[src/rtl/choose_select_ctrl_pkg.sv]
// Shared definitions for the choose-scene selection controller:
// FSM states, grid geometry and key-priority indices.
package choose_select_ctrl_pkg;

   typedef enum logic [1:0] {
      ST_IDLE,
      ST_BROWSE,
      ST_HANDOFF
   } state_t;

   localparam int unsigned GRID_COLS = 4;
   localparam int unsigned GRID_ROWS = 2;
   localparam int unsigned ID_MIN    = 1;
   localparam int unsigned ID_MAX    = 8;
   localparam int unsigned MASK_W    = ID_MAX + 1;
   localparam int unsigned COL_W     = $clog2(GRID_COLS);
   localparam int unsigned ROW_W     = $clog2(GRID_ROWS);

   // Key indices; a lower index means a higher priority.
   localparam int unsigned KEY_ENTER = 0;
   localparam int unsigned KEY_BACK  = 1;
   localparam int unsigned KEY_UP    = 2;
   localparam int unsigned KEY_DOWN  = 3;
   localparam int unsigned KEY_LEFT  = 4;
   localparam int unsigned KEY_RIGHT = 5;
   localparam int unsigned NUM_KEYS  = 6;

   localparam int unsigned MOVE_UP    = 0;
   localparam int unsigned MOVE_DOWN  = 1;
   localparam int unsigned MOVE_LEFT  = 2;
   localparam int unsigned MOVE_RIGHT = 3;
   localparam int unsigned NUM_MOVES  = 4;

   // Isolate the lowest set bit, i.e. the highest-priority pressed key.
   function automatic logic [NUM_KEYS-1:0] key_arbitrate(input logic [NUM_KEYS-1:0] keys);
      return keys & (~keys + NUM_KEYS'(1));
   endfunction

endpackage

[src/rtl/choose_select_ctrl_if.sv]
// Key, cursor and team handoff signals between the input stage,
// the selection controller and the game FSM.
interface choose_select_if #(
   parameter int unsigned TEAM_SIZE = 3,
   parameter int unsigned ID_WIDTH  = 8,
   parameter int unsigned CNT_WIDTH = 4
);
   logic                          start;
   logic                          key_up;
   logic                          key_down;
   logic                          key_left;
   logic                          key_right;
   logic                          key_enter;
   logic                          key_back;
   logic [ID_WIDTH-1:0]           pokemon_id;
   logic [8:0]                    picked_mask;
   logic [TEAM_SIZE*ID_WIDTH-1:0] team_ids;
   logic [CNT_WIDTH-1:0]          team_count;
   logic                          sel_valid;
   logic                          sel_ready;
   logic                          busy;
   logic                          dup_err;

   modport master (
      output start, key_up, key_down, key_left, key_right, key_enter, key_back, sel_ready,
      input  pokemon_id, picked_mask, team_ids, team_count, sel_valid, busy, dup_err
   );

   modport slave (
      input  start, key_up, key_down, key_left, key_right, key_enter, key_back, sel_ready,
      output pokemon_id, picked_mask, team_ids, team_count, sel_valid, busy, dup_err
   );
endinterface

[src/rtl/choose_select_ctrl_cursor_nav.sv]
// Combinational cursor wrap rules for the 4x2 grid: current id plus a
// one-hot move gives the next id (no move returns the current id).
module choose_cursor_nav
   import choose_select_ctrl_pkg::*;
#(
   parameter int unsigned ID_WIDTH = 8
) (
   input  logic [ID_WIDTH-1:0]  cur_id,
   input  logic [NUM_MOVES-1:0] move,
   output logic [ID_WIDTH-1:0]  next_id
);

   logic [ROW_W+COL_W-1:0] idx;
   logic [ROW_W-1:0]       row;
   logic [COL_W-1:0]       col;

   // Zero-based id splits into {row, col}; column arithmetic wraps in-row.
   always_comb begin
      idx = (ROW_W+COL_W)'(cur_id - ID_WIDTH'(ID_MIN));
      row = idx[ROW_W+COL_W-1:COL_W];
      col = idx[COL_W-1:0];
      if (move[MOVE_UP] || move[MOVE_DOWN]) begin
         row = ~row;
      end else if (move[MOVE_LEFT]) begin
         col = col - COL_W'(1);
      end else if (move[MOVE_RIGHT]) begin
         col = col + COL_W'(1);
      end
      next_id = ID_WIDTH'({row, col}) + ID_WIDTH'(ID_MIN);
   end

endmodule

[src/rtl/choose_select_ctrl.sv]
// Choose-scene selection controller: key pulses move the grid cursor,
// enter/back build a team of distinct ids, finished team handed off via valid/ready.
module choose_select_ctrl
   import choose_select_ctrl_pkg::*;
#(
   parameter int unsigned TEAM_SIZE = 3,
   parameter int unsigned ID_WIDTH  = 8,
   parameter int unsigned CNT_WIDTH = 4
) (
   input logic            clk,
   input logic            rst,
   choose_select_if.slave bus
);

   state_t                 state_q;
   logic [ID_WIDTH-1:0]    cursor_q;
   logic [MASK_W-1:0]      picked_q;
   logic [ID_WIDTH-1:0]    team_q [TEAM_SIZE];
   logic [CNT_WIDTH-1:0]   count_q;
   logic                   valid_q;
   logic                   busy_q;
   logic                   dup_q;

   logic [NUM_KEYS-1:0]    key_vec;
   logic [NUM_KEYS-1:0]    key_win;
   logic [NUM_MOVES-1:0]   move;
   logic [ID_WIDTH-1:0]    nav_id;
   logic [MASK_W-1:0]      cur_bit;
   logic [MASK_W-1:0]      last_bit;
   logic                   cur_picked;
   logic                   team_full_next;
   logic [TEAM_SIZE*ID_WIDTH-1:0] team_flat;

   always_comb begin
      key_vec            = '0;
      key_vec[KEY_ENTER] = bus.key_enter;
      key_vec[KEY_BACK]  = bus.key_back;
      key_vec[KEY_UP]    = bus.key_up;
      key_vec[KEY_DOWN]  = bus.key_down;
      key_vec[KEY_LEFT]  = bus.key_left;
      key_vec[KEY_RIGHT] = bus.key_right;
      key_win            = key_arbitrate(key_vec);

      move             = '0;
      move[MOVE_UP]    = key_win[KEY_UP];
      move[MOVE_DOWN]  = key_win[KEY_DOWN];
      move[MOVE_LEFT]  = key_win[KEY_LEFT];
      move[MOVE_RIGHT] = key_win[KEY_RIGHT];
   end

   choose_cursor_nav #(
      .ID_WIDTH (ID_WIDTH)
   ) u_nav (
      .cur_id  (cursor_q),
      .move    (move),
      .next_id (nav_id)
   );

   always_comb begin
      cur_bit        = MASK_W'(1) << cursor_q;
      cur_picked     = |(picked_q & cur_bit);
      team_full_next = (count_q + CNT_WIDTH'(1)) == CNT_WIDTH'(TEAM_SIZE);
      last_bit       = '0;
      for (int unsigned i = 0; i < TEAM_SIZE; i++) begin
         if (count_q == CNT_WIDTH'(i + 1)) begin
            last_bit = MASK_W'(1) << team_q[i];
         end
         team_flat[i*ID_WIDTH +: ID_WIDTH] = team_q[i];
      end
   end

   always_ff @(posedge clk) begin
      if (rst) begin
         state_q  <= ST_IDLE;
         cursor_q <= ID_WIDTH'(ID_MIN);
         picked_q <= '0;
         count_q  <= '0;
         valid_q  <= 1'b0;
         busy_q   <= 1'b0;
         dup_q    <= 1'b0;
         for (int unsigned i = 0; i < TEAM_SIZE; i++) begin
            team_q[i] <= '0;
         end
      end else begin
         dup_q <= 1'b0;
         case (state_q)
            ST_IDLE: begin
               if (bus.start) begin
                  state_q  <= ST_BROWSE;
                  cursor_q <= ID_WIDTH'(ID_MIN);
                  picked_q <= '0;
                  count_q  <= '0;
                  busy_q   <= 1'b1;
                  for (int unsigned i = 0; i < TEAM_SIZE; i++) begin
                     team_q[i] <= '0;
                  end
               end
            end

            ST_BROWSE: begin
               cursor_q <= nav_id;
               if (key_win[KEY_ENTER]) begin
                  if (cur_picked) begin
                     dup_q <= 1'b1;
                  end else begin
                     for (int unsigned i = 0; i < TEAM_SIZE; i++) begin
                        if (count_q == CNT_WIDTH'(i)) team_q[i] <= cursor_q;
                     end
                     picked_q <= picked_q | cur_bit;
                     count_q  <= count_q + CNT_WIDTH'(1);
                     if (team_full_next) begin
                        state_q <= ST_HANDOFF;
                        valid_q <= 1'b1;
                     end
                  end
               end else if (key_win[KEY_BACK] && count_q != '0) begin
                  for (int unsigned i = 0; i < TEAM_SIZE; i++) begin
                     if (count_q == CNT_WIDTH'(i + 1)) team_q[i] <= '0;
                  end
                  picked_q <= picked_q & ~last_bit;
                  count_q  <= count_q - CNT_WIDTH'(1);
               end
            end

            ST_HANDOFF: begin
               // Transfer takes precedence over back; enter is simply swallowed.
               cursor_q <= nav_id;
               if (bus.sel_ready) begin
                  state_q <= ST_IDLE;
                  valid_q <= 1'b0;
                  busy_q  <= 1'b0;
               end else if (key_win[KEY_BACK]) begin
                  for (int unsigned i = 0; i < TEAM_SIZE; i++) begin
                     if (count_q == CNT_WIDTH'(i + 1)) team_q[i] <= '0;
                  end
                  picked_q <= picked_q & ~last_bit;
                  count_q  <= count_q - CNT_WIDTH'(1);
                  valid_q  <= 1'b0;
                  state_q  <= ST_BROWSE;
               end
            end

            default: state_q <= ST_IDLE;
         endcase
      end
   end

   assign bus.pokemon_id  = cursor_q;
   assign bus.picked_mask = picked_q;
   assign bus.team_ids    = team_flat;
   assign bus.team_count  = count_q;
   assign bus.sel_valid   = valid_q;
   assign bus.busy        = busy_q;
   assign bus.dup_err     = dup_q;

endmodule

[src/flat_wrapper.sv]
// flat-port wrapper written by rule: the top's interface ports become plain ports
module choose_select_ctrl_flat import choose_select_ctrl_pkg::*;
#(
   parameter int unsigned TEAM_SIZE = 3,
   parameter int unsigned ID_WIDTH  = 8,
   parameter int unsigned CNT_WIDTH = 4
)
  (clk, rst, bus_start, bus_key_up, bus_key_down, bus_key_left, bus_key_right, bus_key_enter, bus_key_back, bus_sel_ready, bus_pokemon_id, bus_picked_mask, bus_team_ids, bus_team_count, bus_sel_valid, bus_busy, bus_dup_err);
  choose_select_if #(.TEAM_SIZE(TEAM_SIZE), .ID_WIDTH(ID_WIDTH), .CNT_WIDTH(CNT_WIDTH)) bus_i ();
  input logic clk;
  input logic rst;
  input wire logic [$bits(bus_i.start)-1:0] bus_start;
  input wire logic [$bits(bus_i.key_up)-1:0] bus_key_up;
  input wire logic [$bits(bus_i.key_down)-1:0] bus_key_down;
  input wire logic [$bits(bus_i.key_left)-1:0] bus_key_left;
  input wire logic [$bits(bus_i.key_right)-1:0] bus_key_right;
  input wire logic [$bits(bus_i.key_enter)-1:0] bus_key_enter;
  input wire logic [$bits(bus_i.key_back)-1:0] bus_key_back;
  input wire logic [$bits(bus_i.sel_ready)-1:0] bus_sel_ready;
  output wire logic [$bits(bus_i.pokemon_id)-1:0] bus_pokemon_id;
  output wire logic [$bits(bus_i.picked_mask)-1:0] bus_picked_mask;
  output wire logic [$bits(bus_i.team_ids)-1:0] bus_team_ids;
  output wire logic [$bits(bus_i.team_count)-1:0] bus_team_count;
  output wire logic [$bits(bus_i.sel_valid)-1:0] bus_sel_valid;
  output wire logic [$bits(bus_i.busy)-1:0] bus_busy;
  output wire logic [$bits(bus_i.dup_err)-1:0] bus_dup_err;
  assign bus_i.start = bus_start;
  assign bus_i.key_up = bus_key_up;
  assign bus_i.key_down = bus_key_down;
  assign bus_i.key_left = bus_key_left;
  assign bus_i.key_right = bus_key_right;
  assign bus_i.key_enter = bus_key_enter;
  assign bus_i.key_back = bus_key_back;
  assign bus_i.sel_ready = bus_sel_ready;
  assign bus_pokemon_id = bus_i.pokemon_id;
  assign bus_picked_mask = bus_i.picked_mask;
  assign bus_team_ids = bus_i.team_ids;
  assign bus_team_count = bus_i.team_count;
  assign bus_sel_valid = bus_i.sel_valid;
  assign bus_busy = bus_i.busy;
  assign bus_dup_err = bus_i.dup_err;
  choose_select_ctrl #(.TEAM_SIZE(TEAM_SIZE), .ID_WIDTH(ID_WIDTH), .CNT_WIDTH(CNT_WIDTH)) u_core (.clk(clk), .rst(rst), .bus(bus_i));
endmodule
[config.mk]
export PLATFORM = sky130hd
export DESIGN_NAME = choose_select_ctrl_flat
export DESIGN_NICKNAME = d
export VERILOG_FILES = /design/src/rtl/choose_select_ctrl_pkg.sv /design/src/rtl/choose_select_ctrl_if.sv /design/src/rtl/choose_select_ctrl_cursor_nav.sv /design/src/rtl/choose_select_ctrl.sv /design/src/flat_wrapper.sv
export SDC_FILE = /design/constraint.sdc
export NUM_CORES = 1
export LEC_CHECK = 0
export CAP_MARGIN = 20
export CORE_ASPECT_RATIO = 0.7
export CORE_MARGIN = 2
export CORE_UTILIZATION = 46
export DETAILED_ROUTE_END_ITERATION = 16
export PLACE_DENSITY_LB_ADDON = 0.3
export SLEW_MARGIN = 20
export SYNTH_ARGS = -nofsm -noshare
export SYNTH_HDL_FRONTEND = slang
export SYNTH_SLANG_ARGS = --single-unit
[constraint.sdc]
create_clock -name clk -period 5.2 [get_ports clk]
set_clock_uncertainty 0.2 [all_clocks]
set_input_delay 0.52 -clock clk [delete_from_list [all_inputs] [get_ports clk]]
set_output_delay 0.52 -clock clk [all_outputs]
set_load 0.1 [all_outputs]
# After elaboration in Yosys (flattened, before gate mapping)
# Memories as Yosys holds them, arrays and structs flattened.
# Cells that the tools add are included.
# W data, S select, Z words.
word_totals:
  inputBits: 10
  n_memories: 1
  out_inout_bits: 48
  ram_bits: 24
  rom_bits: 0
  wordCells: 180
  latch_bits: 0
  regBits: 26
op_classes:
  n_addsub: 7
  n_reduce_logical: 17
  n_bitwise: 21
  order_cmp: 0
  shifts: 4
  n_mux: 107
  eq_ne: 16
  multipliers: 0
  div_mod_pow: 0
mem_list:
  columns: ["name", "depth", "word_bits", "read_ports", "rd_clocked_by_memory_dff", "write_ports", "line", "text"]
  rows:
  - ["u_core.team_q", 3, 8, 3, 0, 3, "choose_select_ctrl.sv:18", "logic [ID_WIDTH-1:0] team_q [TEAM_SIZE];"]
ops:
  columns: ["operator", "n"]
  rows:
  - ["$mux W8", 13]
  - ["$mux W9", 9]
  - ["$mux W1", 64]
  - ["$shl A1 B8 Y9 const A", 4]
  - ["$pmux W9 S3", 1]
  - ["$mux W4", 6]
  - ["$and A9 B9 Y9", 2]
  - ["$mux W2", 9]
  - ["$pmux W8 S2", 1]
  - ["$eq A4 B2 Y1 const B", 3]
  - ["$or A1 B1 Y1", 12]
  - ["$pmux W4 S3", 1]
  - ["$reduce_and A5 Y1", 2]
  - ["$not A9 Y9", 1]
  - ["$or A9 B9 Y9", 1]
  - ["$reduce_or A9 Y1", 1]
  - ["$ne A2 B2 Y1 const B", 4]
  - ["$add A6 B1 Y6 const B", 1]
  - ["$and A6 B6 Y6", 1]
  - ["$ne A2 B1 Y1 const B", 3]
  - ["$not A6 Y6", 1]
  - ["$pmux W2 S3", 1]
  - ["$reduce_and A6 Y1", 1]
  - ["$reduce_bool A2 Y1", 3]
  - ["other kinds (24)", 27]

# Depth between registers and ports, before layout
# Gate-level depths: netlist (run 1).
logic_depth:
  depth_word: 11
  ltp_mapped: 9

# Hierarchy
# Synthesis (run 1) repeated with hierarchy kept, for this count alone.
unflattened:
  hier_cells: 363
  hier_area_um2: 3428.3
by_module_without_submodules:
  columns: ["mod", "cells_each", "n_inst", "area_each_um2", "seq_area_each_um2"]
  rows:
  - ["choose_select_ctrl", 337, 1, 3230.6, 1241.2]
  - ["choose_cursor_nav", 26, 1, 197.7, 0.0]

# Least setup slack after synthesis (run 1)
# OpenSTA, ideal clock, no wires.
synth_path:
  path_type: "register to register"
  start: "reg u_core.cursor_q[0], in the netlist u_core.bus.pokemon_id[0]"
  end: "mem u_core.team_q[2][0], in the netlist u_core.team_q[0][16] (enable)"
  setup_ps: 301
  stages_incl_launch_ff: 8
  setup_slack_ps: 1729
  arrival_ps: 2970
  required_ps: 4699
  path_cell_list: "dfxtp_1 > inv_1 > ha_1 > a221oi_1 > a211oi_1 > nor4_2 > o211a_1 > o221ai_1"
synth_rtl:
  columns: ["item", "line", "text"]
  rows:
  - ["start: declaration", "choose_select_ctrl.sv:16", "logic [ID_WIDTH-1:0] cursor_q;"]
  - ["start signal: assignment", "choose_select_ctrl.sv:75", "cursor_q <= ID_WIDTH'(ID_MIN);"]
  - ["start signal: assignment", "choose_select_ctrl.sv:90", "cursor_q <= ID_WIDTH'(ID_MIN);"]
  - ["start signal: assignment", "choose_select_ctrl.sv:101", "cursor_q <= nav_id;"]
  - ["end: declaration", "choose_select_ctrl.sv:18", null]

==> implementation parameters, run 1 <==
Parameter                              Value

Timing
  Setup TNS    0 ps
  Rel. slew slack    34.5%
  Fin crit period    3340 ps
  Fraction of the cycle the final worst path needs    64.3%
  Final hold violation count    0
  Finish-stage setup viols    0
  Fin. max-slew vios    0
  RSZ-0062 raised after global routing    false
  Highest attainable clock frequency    299 MHz
  Transition time at the pin with the least slew margin    979 ps

Logic synthesis
  Number of synthesis warnings    0
  Share of the yosys chip area belonging to registers    29.4%
  Ys async rst share    0%
  Most used standard cells in the synthesized netlist    sky130_fd_sc_hd__nand2_1, sky130_fd_sc_hd__dfxtp_1, sky130_fd_sc_hd__a21oi_1, sky130_fd_sc_hd__o21ai_0, sky130_fd_sc_hd__nor2_1
  Number of enable flip-flop cells after synthesis    12
  Area fraction of the dominant cell type after synthesis    16.2%
  Flops & latches, synth    34
  Synthesized area divided by synthesized cell count    8.37 µm²
  Synth unique cells    67
  Predominant post-synthesis flop cell    sky130_fd_sc_hd__dfxtp_1
  Synth area leaders    sky130_fd_sc_hd__dfxtp_1, sky130_fd_sc_hd__edfxtp_1, sky130_fd_sc_hd__ha_1, sky130_fd_sc_hd__buf_4, sky130_fd_sc_hd__nand2_1
  Library cell occupying the most area in the post-synthesis netlist    sky130_fd_sc_hd__dfxtp_1
  Cell count after synthesis    325
  Cell area after technology mapping    2720 µm²
  Library cell with the highest instance count after synthesis    sky130_fd_sc_hd__nand2_1

Pwr
  Power Internal    516 µW
  Sw Share    49.7%
  Fraction of power consumed by combinational cells    47.8%
  Worst IR Drop VDD    0.260 mV
  Leakage power of the design    1.13 nW
  Relative contribution of the clock network to total power    18.5%
  Switching power of the nets    511 µW
  Sequential share of power    33.8%
  PD cells    323 nW/µm²

Worst hold path
  Min-Delay Startpoint    u_core.bus.sel_valid$_SDFFE_PP0P_
  Worst Hold Endpoint    u_core.bus.sel_valid$_SDFFE_PP0P_
  Hold Path Cell Cnt    2
  Path class of the lowest-slack min-delay path    register to register

Worst setup path
  Register-to-register setup slack    1860 ps
  Required time of the critical path    4970 ps
  Highest cell delay on the worst timing path    790 ps
  Buf/Inv on CP    1
  Worst R2R Start    u_core.bus.pokemon_id[0]$_SDFFE_PP1P_
  Reg2reg end    u_core.team_q[0][0]$_DFFE_PP_
  Cell family with the largest share of critical-path delay    simple AND/OR/NAND/NOR gates
  CP Launch Type    register
  Crit-path max FO    9
  Arrival time worst endpoint    3110 ps
  Cell with the biggest individual delay on the critical path    sky130_fd_sc_hd__nor4_2
  CP Cell Sequence    inv_1 > ha_1 > a221oi_1 > a211oi_1 > nor4_2 > o2111ai_1 > nand4_1
  Total number of cells along the worst setup path    7
  Reg2reg path depth    7
  Crit Path Category    register to register
  Sort of element at the end of the critical path    register

CTS
  Clock transition at the registers of the reported paths    80 ps
  Total number of clock tree sinks    34
  Later-pin clock latency in the skew report    290 ps
  # Post-CTS Setup Buffers    0
  Post-cts resize count    0
  Clock buffers created by TritonCTS    5
  Total of hold buffers inserted after clock tree synthesis    0
  Number of levels in the clock H-tree    2
  Clock root cell    sky130_fd_sc_hd__clkbuf_8
  Worst-case clock buffer depth    2
  Clock tree from TritonCTS    yes

Floorplan
  Floorplan die width    95.9 µm
  Effective utilization at floorplan    47.5%
  I/O pins    58
  Core Box Area    5730 µm²
  Die outline area    6560 µm²
  Vertical die dimension    68.4 µm
  Row count    23

Placement
  Number of port buffers    41
  Detailed Place HPWL    5.79 mm
  Cell Area, Placed    3100 µm²
  Final Wtd Congestion    0.918
  Placed Cells incl. Taps    425

Global routing
  Pin count of the biggest net entering global routing    21
  Initial antenna violation count    0
  Overall track demand over capacity in global routing    24.3%
  Wire length of the first global-routing pass    12.1 mm
  GR Overflow Total    0
  Vias in the first global route    2333

Route
  Number of detailed-routing iterations run before antenna repair    6
  Mean number of vias per cell    6.32
  Number of routed nets with antenna violations    0
  Vias after detailed routing    2729
  Detail-routed net length per standard cell    17.8 µm
  Initial DRC count    246
  Final WL    7.69 mm
  Post-route DRC    0

Final layout
  Fraction of layout cells with a size suffix above 1    3.64%
  Final cell count without fillers    432
  Area delta synth->final    16.7%
  Total non-filler cell area in the finished layout    3180 µm²
  Filler instances    526
  Number of diodes    0
  Total Nets Final    383

Job
  Total of max-cap violations    0

Status
  Outcome    finished clean
==> worst register-to-register path: stages, from the launching register on <==
cell,delay (ps)
sky130_fd_sc_hd__dfxtp_1,560
sky130_fd_sc_hd__inv_1,150
sky130_fd_sc_hd__ha_1,320
sky130_fd_sc_hd__a221oi_1,310
sky130_fd_sc_hd__a211oi_1,170
sky130_fd_sc_hd__nor4_2,790
sky130_fd_sc_hd__o2111ai_1,230
sky130_fd_sc_hd__nand4_1,280
==> layout make-up <==
class,count,area (µm²),share of cell area [%]
multi-input cells,260,1730,54.4
flip-flops and latches,34,801,25.2
repair buffers,43,425,13.4
well taps,75,93.8,2.96
clock buffers,6,72.6,2.29
inverters,13,48.8,1.54
clock inverters,1,6.26,0.197
==> through the flow <==
stage	power (mW)	worst slack [ps]	hold WS, ps	util (%)
after floorplan	0.733	1730	281	-
final	1.03	1860	304	55.5
after global placement	0.832	1840	287	54.1
after detailed placement	0.834	1720	288	54.1
after global routing	1.07	1520	338	55.5
after CTS	1.02	1890	298	55.5
==> power groups by stage <==
stage	Combinational (mW)	Clock (mW)	Sequential (mW)
after global routing	0.516	0.204	0.351
after detailed placement	0.483	0	0.351
final	0.491	0.189	0.347
after floorplan	0.241	0	0.492
after CTS	0.485	0.192	0.345
after global placement	0.482	0	0.351
==> kinds of logic (layout without fill, tap and decap cells) <==
kind of cell | Yosys count | in the layout | synth area share (%)
xor+xnor | 6 | 6 | 2.44
simple gates | 120 | 120 | 24.6
fa+ha+maj | 16 | 16 | 7.36
compound gates | 102 | 102 | 26.9
other cells | 1 | 16 | 0.138
flops | 34 | 34 | 29.4
buf+inv | 46 | 63 | 9.15
==> sequential cells by signal (all words and copies together) (netlist names) <==
register	count
u_core.bus.picked_mask	9
u_core.bus.busy	1
u_core.team_q	12
u_core.bus.pokemon_id	4
u_core.state_q	2
u_core.bus.team_count	4
u_core.bus.dup_err	1
u_core.bus.sel_valid	1
==> per-layer routing <==
| metal | up-vias | global-route usage [%] | part of all wire, % |
|---|---|---|---|
| met1 | 1261 | 35.5 | 45 |
| li1 | 1276 | - | - |
| met3 | 13 | 7.93 | 12 |
| met5 | - | 0 | 0 |
| met4 | 0 | 4.46 | 1.3 |
| met2 | 179 | 35.1 | 42 |
==> worst max-delay path by stage <==
stage | end | start
after global routing | u_core.team_q[0][3]$_DFFE_PP_ | u_core.bus.pokemon_id[0]$_SDFFE_PP1P_
after detailed placement | u_core.team_q[0][16]$_DFFE_PP_ | rst
final | u_core.team_q[0][0]$_DFFE_PP_ | u_core.bus.pokemon_id[0]$_SDFFE_PP1P_
after CTS | u_core.team_q[0][18]$_DFFE_PP_ | u_core.bus.pokemon_id[0]$_SDFFE_PP1P_
after global placement | u_core.team_q[0][0]$_DFFE_PP_ | rst
after floorplan | u_core.team_q[0][16]$_DFFE_PP_ | u_core.bus.pokemon_id[0]$_SDFFE_PP1P_
==> cells in the final DEF, fill, tap and decap left out, types with 5 or more instances in the layout <==
cell type	netlist	final
sky130_fd_sc_hd__and2_1	7	7
sky130_fd_sc_hd__nand3_1	10	10
sky130_fd_sc_hd__conb_1	1	16
sky130_fd_sc_hd__inv_1	12	12
sky130_fd_sc_hd__ha_1	16	16
sky130_fd_sc_hd__nor2_1	17	17
sky130_fd_sc_hd__clkbuf_8	0	5
sky130_fd_sc_hd__edfxtp_1	12	12
sky130_fd_sc_hd__a41oi_1	7	7
sky130_fd_sc_hd__a21oi_1	18	18
sky130_fd_sc_hd__nand4_1	6	6
sky130_fd_sc_hd__clkdlybuf4s50_1	0	41
sky130_fd_sc_hd__nor3_1	11	11
sky130_fd_sc_hd__nand2b_1	5	5
sky130_fd_sc_hd__o21ai_0	18	18
sky130_fd_sc_hd__nand2_1	27	27
sky130_fd_sc_hd__dfxtp_1	22	22
sky130_fd_sc_hd__nor2b_1	7	7
sky130_fd_sc_hd__a211oi_1	8	8
Note: power is estimated with default switching activity, not from simulation.
==> inputs of run 2 (changes only) <==
==> constraint.sdc (replaced) <==
create_clock -name clk -period 2.7 [get_ports clk]
set_clock_uncertainty 0.2 [all_clocks]
set_input_delay 0.27 -clock clk [delete_from_list [all_inputs] [get_ports clk]]
set_output_delay 0.27 -clock clk [all_outputs]
set_load 0.1 [all_outputs]
==> implementation parameters, run 2 (same netlist as run 1, synthesis figures left out) <==
Parameter                              Value

Status
  Outcome    finished clean

Timing
  Setup TNS    0 ps (unchanged)
  Fin crit period    2560 ps (-784 ps)
  Finish-stage setup viols    0 (unchanged)
  RSZ-0062 raised after global routing    false
  Worst setup slack after layout    142 ps (-1720 ps)
  Transition time at the pin with the least slew margin    596 ps (-383 ps)
  Rel. slew slack    59.9% (+25 points)
  Worst hold slack    258 ps (-46.0 ps)
  Final hold violation count    0 (unchanged)
  Fraction of the cycle the final worst path needs    94.7% (+30 points)
  Highest attainable clock frequency    391 MHz (+31%)
  Fin. max-slew vios    0 (unchanged)

CTS
  Clock transition at the registers of the reported paths    80 ps (about the same)
  Clock buffers created by TritonCTS    5 (unchanged)
  Later-pin clock latency in the skew report    300 ps (about the same)
  Worst-case clock buffer depth    2 (unchanged)
  Total number of clock tree sinks    34 (unchanged)
  Clock tree from TritonCTS    yes
  Clock root cell    sky130_fd_sc_hd__clkbuf_8
  # Post-CTS Setup Buffers    0 (unchanged)
  Number of levels in the clock H-tree    2 (unchanged)

Route
  Number of detailed-routing iterations run before antenna repair    5 (-1)
  Initial DRC count    222 (-9.8%)
  Mean number of vias per cell    6.03 (-4.5%)
  Post-route DRC    0 (unchanged)
  Vias after detailed routing    2768 (+1.4%)
  Detail-routed net length per standard cell    17.5 µm (-1.6%)
  Final WL    8.04 mm (+4.5%)
  Number of routed nets with antenna violations    0 (unchanged)

Final layout
  Reg with most FFs    u_core.team_q
  Filler instances    530 (+0.76%)
  Final cell count without fillers    459 (+6.3%)
  Commonest non-fill, non-tap cells in the layout    sky130_fd_sc_hd__buf_4, sky130_fd_sc_hd__nand2_1, sky130_fd_sc_hd__o21ai_0, sky130_fd_sc_hd__a21oi_1, sky130_fd_sc_hd__nor2_1
  Commonest non-fill, non-tap cell in the layout    sky130_fd_sc_hd__buf_4
  Utilization after layout    58.9% (+3.4 points)
  Fraction of layout cells with a size suffix above 1    24.0% (+20 points)
  Number of diodes    0 (unchanged)
  Total non-filler cell area in the finished layout    3370 µm² (+6.1%)
  Area delta synth->final    23.9%
  Max reg flops    12 (unchanged)
  Total Nets Final    409 (+6.8%)

Pwr
  PD cells    619 nW/µm² (+91%)
  PnR Total Power    2.09 mW (+100%)
  Leakage power of the design    1.34 nW (+19%)
  Worst IR Drop VDD    0.511 mV (+97%)

Floorplan
  Die outline area    6560 µm² (unchanged)
  Vertical die dimension    68.4 µm (unchanged)
  Core Box Area    5730 µm² (unchanged)
  Floorplan die width    95.9 µm (unchanged)
  I/O pins    58 (unchanged)
  Effective utilization at floorplan    47.5% (unchanged)
  Row count    23 (unchanged)

Worst setup path
  Sort of element at the end of the critical path    register
  Crit-path max FO    9 (unchanged)
  Crit Path Category    register to register
  CP Launch Type    register
  Arrival time worst endpoint    2420 ps (-690 ps)
  Required time of the critical path    2570 ps (-2400 ps)

Placement
  Final Wtd Congestion    0.897 (-2.4%)
  Worst Setup Slack post-DPL    -102 ps (-1830 ps)
  Number of port buffers    41 (unchanged)
  Placed Cells incl. Taps    451 (+6.1%)
  Cell Area, Placed    3240 µm² (+4.5%)
  Detailed Place HPWL    6.10 mm (+5.3%)

Global routing
  Pin count of the biggest net entering global routing    19 (-9.5%)
  Initial antenna violation count    0 (unchanged)
  GR Overflow Total    0 (unchanged)
  Overall track demand over capacity in global routing    25.5% (+1.2 points)
  Wire length of the first global-routing pass    12.5 mm (+4.0%)
  Vias in the first global route    2425 (+3.9%)

Job
  Total of max-cap violations    0 (unchanged)

Worst hold path
  Path class of the lowest-slack min-delay path    register to register
-- run 2: cell types whose count changed in the layout (fill, tap and decap cells not counted), sizes merged --
cell | previous run | this run
clkinv | 1 | 2
clkdlybuf4s50 | 41 | 9
buf | 2 | 60
-- run 2: path summary, 6_finish.rpt --
path	cells past startpoint	from	endpoint	slack [ps]
min reg2reg	2	u_core.bus.sel_valid$_SDFFE_PP0P_	u_core.bus.sel_valid$_SDFFE_PP0P_	260
max reg2reg	8	u_core.bus.team_count[0]$_SDFFE_PP0P_	u_core.team_q[0][18]$_DFFE_PP_	140
max	8	u_core.bus.team_count[0]$_SDFFE_PP0P_	u_core.team_q[0][18]$_DFFE_PP_	140
min	2	u_core.bus.sel_valid$_SDFFE_PP0P_	u_core.bus.sel_valid$_SDFFE_PP0P_	260
-- run 2: area by class of cell --
type,instances,area (µm²),share of cell area (%)
Inverter,13,48.8,1.45
Multi-Input combinational cell,260,1770,52.5
Sequential cell,34,826,24.5
Clock inverter,2,11.3,0.334
Clock buffer,6,82.6,2.45
Timing Repair Buffer,69,541,16.0
Tap cell,75,93.8,2.78
-- run 2: repair_timing --
item,in CTS,in global routing
hold buffers,0,0
resized for setup,0,8
setup endpoints to repair,0,10
-- run 2: routing by layer --
metal | share of wire, % | track usage [%]
met5 | 0 | 0
met2 | 41 | 36.3
met4 | 1.4 | 6.61
met3 | 8.1 | 4.19
met1 | 50 | 39.4
-- run 2: critical path: stages (launching register included) --
cell	delay, ps
sky130_fd_sc_hd__dfxtp_4	410
sky130_fd_sc_hd__inv_2	80
sky130_fd_sc_hd__ha_1	230
sky130_fd_sc_hd__or3b_1	190
sky130_fd_sc_hd__a21oi_1	80
sky130_fd_sc_hd__or3_4	430
sky130_fd_sc_hd__o41ai_2	320
sky130_fd_sc_hd__o221ai_2	190
sky130_fd_sc_hd__buf_4	190
-- run 2: power by group --
| part | switching [mW] | internal (mW) |
|---|---|---|
| combinational | 0.729 | 0.268 |
| clock | 0.219 | 0.206 |
| sequential | 0.0792 | 0.585 |
==> inputs of run 3 (changes only) <==
==> constraint.sdc (replaced) <==
create_clock -name clk -period 2.4 [get_ports clk]
set_clock_uncertainty 0.2 [all_clocks]
set_input_delay 0.24 -clock clk [delete_from_list [all_inputs] [get_ports clk]]
set_output_delay 0.24 -clock clk [all_outputs]
set_load 0.1 [all_outputs]
==> implementation parameters, run 3 (same netlist as run 1, synthesis figures left out) <==
Parameter                              Value

Worst setup path
  Worst R2R Start    u_core.bus.pokemon_id[1]$_SDFFE_PP0P_
  Cell family with the largest share of critical-path delay    simple AND/OR/NAND/NOR gates
  Reg2reg path depth    8 (unchanged)
  Sort of element at the end of the critical path    register
  Highest cell delay on the worst timing path    390 ps (-40 ps)
  CP Cell Sequence    inv_4 > ha_2 > a22oi_2 > a21boi_4 > nor4_4 > buf_6 > o2111ai_2 > nand4_1
  Arrival time worst endpoint    2180 ps (-240 ps)
  Crit Path Category    register to register
  Required time of the critical path    2170 ps (-400 ps)
  CP Launch Type    register
  Reg2reg end    u_core.team_q[0][2]$_DFFE_PP_
  Register-to-register setup slack    -5 ps (-150 ps)
  Cell with the biggest individual delay on the critical path    sky130_fd_sc_hd__dfxtp_4
  Crit-path max FO    8 (-1)
  Buf/Inv on CP    2 (unchanged)

Timing
  RSZ-0062 raised after global routing    true
  Fin. max-slew vios    0 (unchanged)
  Highest attainable clock frequency    416 MHz (+6.4%)
  Rel. slew slack    65.4% (+5.5 points)
  Setup TNS    -14.6 ps (-14.6 ps)
  Fraction of the cycle the final worst path needs    100% (+5.5 points)
  Final hold violation count    0 (unchanged)
  Worst hold slack    254 ps (-3.43 ps)
  Finish-stage setup viols    4 (+4)
  Transition time at the pin with the least slew margin    514 ps (-81.4 ps)
  Worst setup slack after layout    -4.53 ps (-147 ps)
  Fin crit period    2400 ps (-153 ps)

Final layout
  Total Nets Final    444 (+8.6%)
  Reg with most FFs    u_core.team_q
  Fraction of layout cells with a size suffix above 1    42.5% (+19 points)
  Commonest non-fill, non-tap cell in the layout    sky130_fd_sc_hd__buf_4
  Commonest non-fill, non-tap cells in the layout    sky130_fd_sc_hd__buf_4, sky130_fd_sc_hd__nand2_1, sky130_fd_sc_hd__o21ai_0, sky130_fd_sc_hd__a21oi_1, sky130_fd_sc_hd__conb_1
  Utilization after layout    70.2% (+11 points)
  Filler instances    443 (-16%)
  Area delta synth->final    47.7%
  Final cell count without fillers    494 (+7.6%)
  Max reg flops    12 (unchanged)
  Number of diodes    0 (unchanged)

Global routing
  Wire length of the first global-routing pass    13.6 mm (+8.4%)
  Vias in the first global route    2698 (+11%)
  GR Overflow Total    0 (unchanged)
  Pin count of the biggest net entering global routing    15 (-4)
  Initial antenna violation count    0 (unchanged)
  Overall track demand over capacity in global routing    27.4% (+1.9 points)

Worst hold path
  Worst Hold Endpoint    u_core.bus.sel_valid$_SDFFE_PP0P_
  Min-Delay Startpoint    u_core.bus.sel_valid$_SDFFE_PP0P_
  Hold Path Cell Cnt    2 (unchanged)
  Path class of the lowest-slack min-delay path    register to register

Route
  Number of detailed-routing iterations run before antenna repair    6 (+1)
  Detail-routed net length per standard cell    18.8 µm (+7.3%)
  Final WL    9.29 mm (+16%)
  Post-route DRC    0 (unchanged)
  Mean number of vias per cell    6.16 (+2.2%)
  Vias after detailed routing    3045 (+10%)
  Number of routed nets with antenna violations    0 (unchanged)
  Initial DRC count    256 (+15%)

Placement
  Placed Cells incl. Taps    476 (+5.5%)
  Final Wtd Congestion    0.915 (+2.0%)
  Number of port buffers    41 (unchanged)
  Detailed Place HPWL    6.85 mm (+12%)

Pwr
  Power Internal    1.48 mW (+40%)
  Sequential share of power    27.1% (-4.7 points)
  Fraction of power consumed by combinational cells    48.9% (+1.1 points)
  Switching power of the nets    1.24 mW (+21%)
  PD cells    677 nW/µm² (+9.4%)
  Leakage power of the design    1.58 nW (+18%)
  Sw Share    45.7% (-3.6 points)
  Relative contribution of the clock network to total power    24.0% (+3.6 points)
  PnR Total Power    2.72 mW (+30%)
  Worst IR Drop VDD    0.369 mV (-28%)

Floorplan
  I/O pins    58 (unchanged)
  Row count    23 (unchanged)
  Effective utilization at floorplan    47.5% (unchanged)
  Core Box Area    5730 µm² (unchanged)
  Floorplan die width    95.9 µm (unchanged)
  Vertical die dimension    68.4 µm (unchanged)
  Die outline area    6560 µm² (unchanged)

CTS
  Total number of clock tree sinks    34 (unchanged)
  Total of hold buffers inserted after clock tree synthesis    0 (unchanged)
  Clock root cell    sky130_fd_sc_hd__clkbuf_8
  Clock buffers created by TritonCTS    5 (unchanged)
  Number of levels in the clock H-tree    2 (unchanged)
  Clock tree from TritonCTS    yes
  Worst-case clock buffer depth    2 (unchanged)
  Later-pin clock latency in the skew report    290 ps (about the same)
  Clock transition at the registers of the reported paths    80 ps (about the same)

Status
  Violated checks    negative setup slack
  Outcome    complete, but fails checks

Job
  Total of max-cap violations    0 (unchanged)
-- run 3: cell types whose count changed in the layout (fill, tap and decap cells not counted), moves of 4 or more --
cell                       before  now
sky130_fd_sc_hd__ha_4           0    4
sky130_fd_sc_hd__ha_1          16    8
sky130_fd_sc_hd__buf_4         60   88
sky130_fd_sc_hd__dfxtp_1       10    4
sky130_fd_sc_hd__buf_6          0    4
sky130_fd_sc_hd__a211oi_1       7    3
sky130_fd_sc_hd__ha_2           0    4
sky130_fd_sc_hd__dfxtp_2        8   13
-- run 3: how the worst max path moves through the flow --
stage	start	end	cells after the start
after floorplan	u_core.team_q[0][2]$_DFFE_PP_	u_core.bus.picked_mask[8]$_SDFFE_PP0P_	5
after global placement	bus_key_enter	u_core.bus.pokemon_id[2]$_SDFFE_PP0P_	8
after detailed placement	bus_key_enter	u_core.bus.pokemon_id[2]$_SDFFE_PP0P_	8
after CTS	u_core.bus.pokemon_id[0]$_SDFFE_PP1P_	u_core.team_q[0][2]$_DFFE_PP_	8
after global routing	u_core.bus.pokemon_id[1]$_SDFFE_PP0P_	u_core.team_q[0][2]$_DFFE_PP_	8
final	u_core.bus.pokemon_id[1]$_SDFFE_PP0P_	u_core.team_q[0][2]$_DFFE_PP_	8
-- run 3: power groups by stage --
stage / sequential, mW / clock (mW) / combinational, mW
floorplan: 1.07 / 0 / 0.548
global placement: 0.745 / 0 / 1.19
detailed placement: 0.744 / 0 / 1.20
CTS: 0.731 / 0.656 / 1.22
global route: 0.744 / 0.682 / 1.39
finish: 0.738 / 0.653 / 1.33
-- run 3: routing by layer --
metal / wire (µm) / global-route usage [%] / vias to the layer above
met1: 4120 / 40.1 / 1420
li1: - / - / 1399
met3: 1000 / 5.51 / 20
met4: 135 / 6.61 / 0
met5: 0 / 0 / -
met2: 4030 / 41.3 / 206
-- run 3: final cells by class --
| class | count | area (µm²) | area share (%) |
|---|---|---|---|
| clock inverter | 3 | 68.8 | 1.71 |
| sequential | 34 | 836 | 20.8 |
| multi-input combinational | 260 | 2070 | 51.4 |
| tap | 75 | 93.8 | 2.33 |
| timing repair buffer | 104 | 828 | 20.6 |
| inverter | 13 | 56.3 | 1.40 |
| clock buffer | 5 | 68.8 | 1.71 |
-- run 3: tightest hold or removal path: stages, from the launching register on --
cell and delay, ps:
sky130_fd_sc_hd__dfxtp_1 320, sky130_fd_sc_hd__nand2_1 50, sky130_fd_sc_hd__a2bb2oi_1 50
-- run 3: through the flow --
stage               cell area, µm²  setup slack, ps
floorplan                     2980             -278
global placement              3590             -311
detailed placement            3590             -419
CTS                           3760             3.52
global route                  4020            -97.7
finish                        4020            -4.53
-- run 3: what timing repair did --
| item | CTS | global route |
|---|---|---|
| setup endpoints to repair | 19 | 30 |
| setup buffers | 0 | 8 |
| cloned | 0 | 2 |
| gates resized for setup | 7 | 37 |
| pin swaps | 4 | 21 |
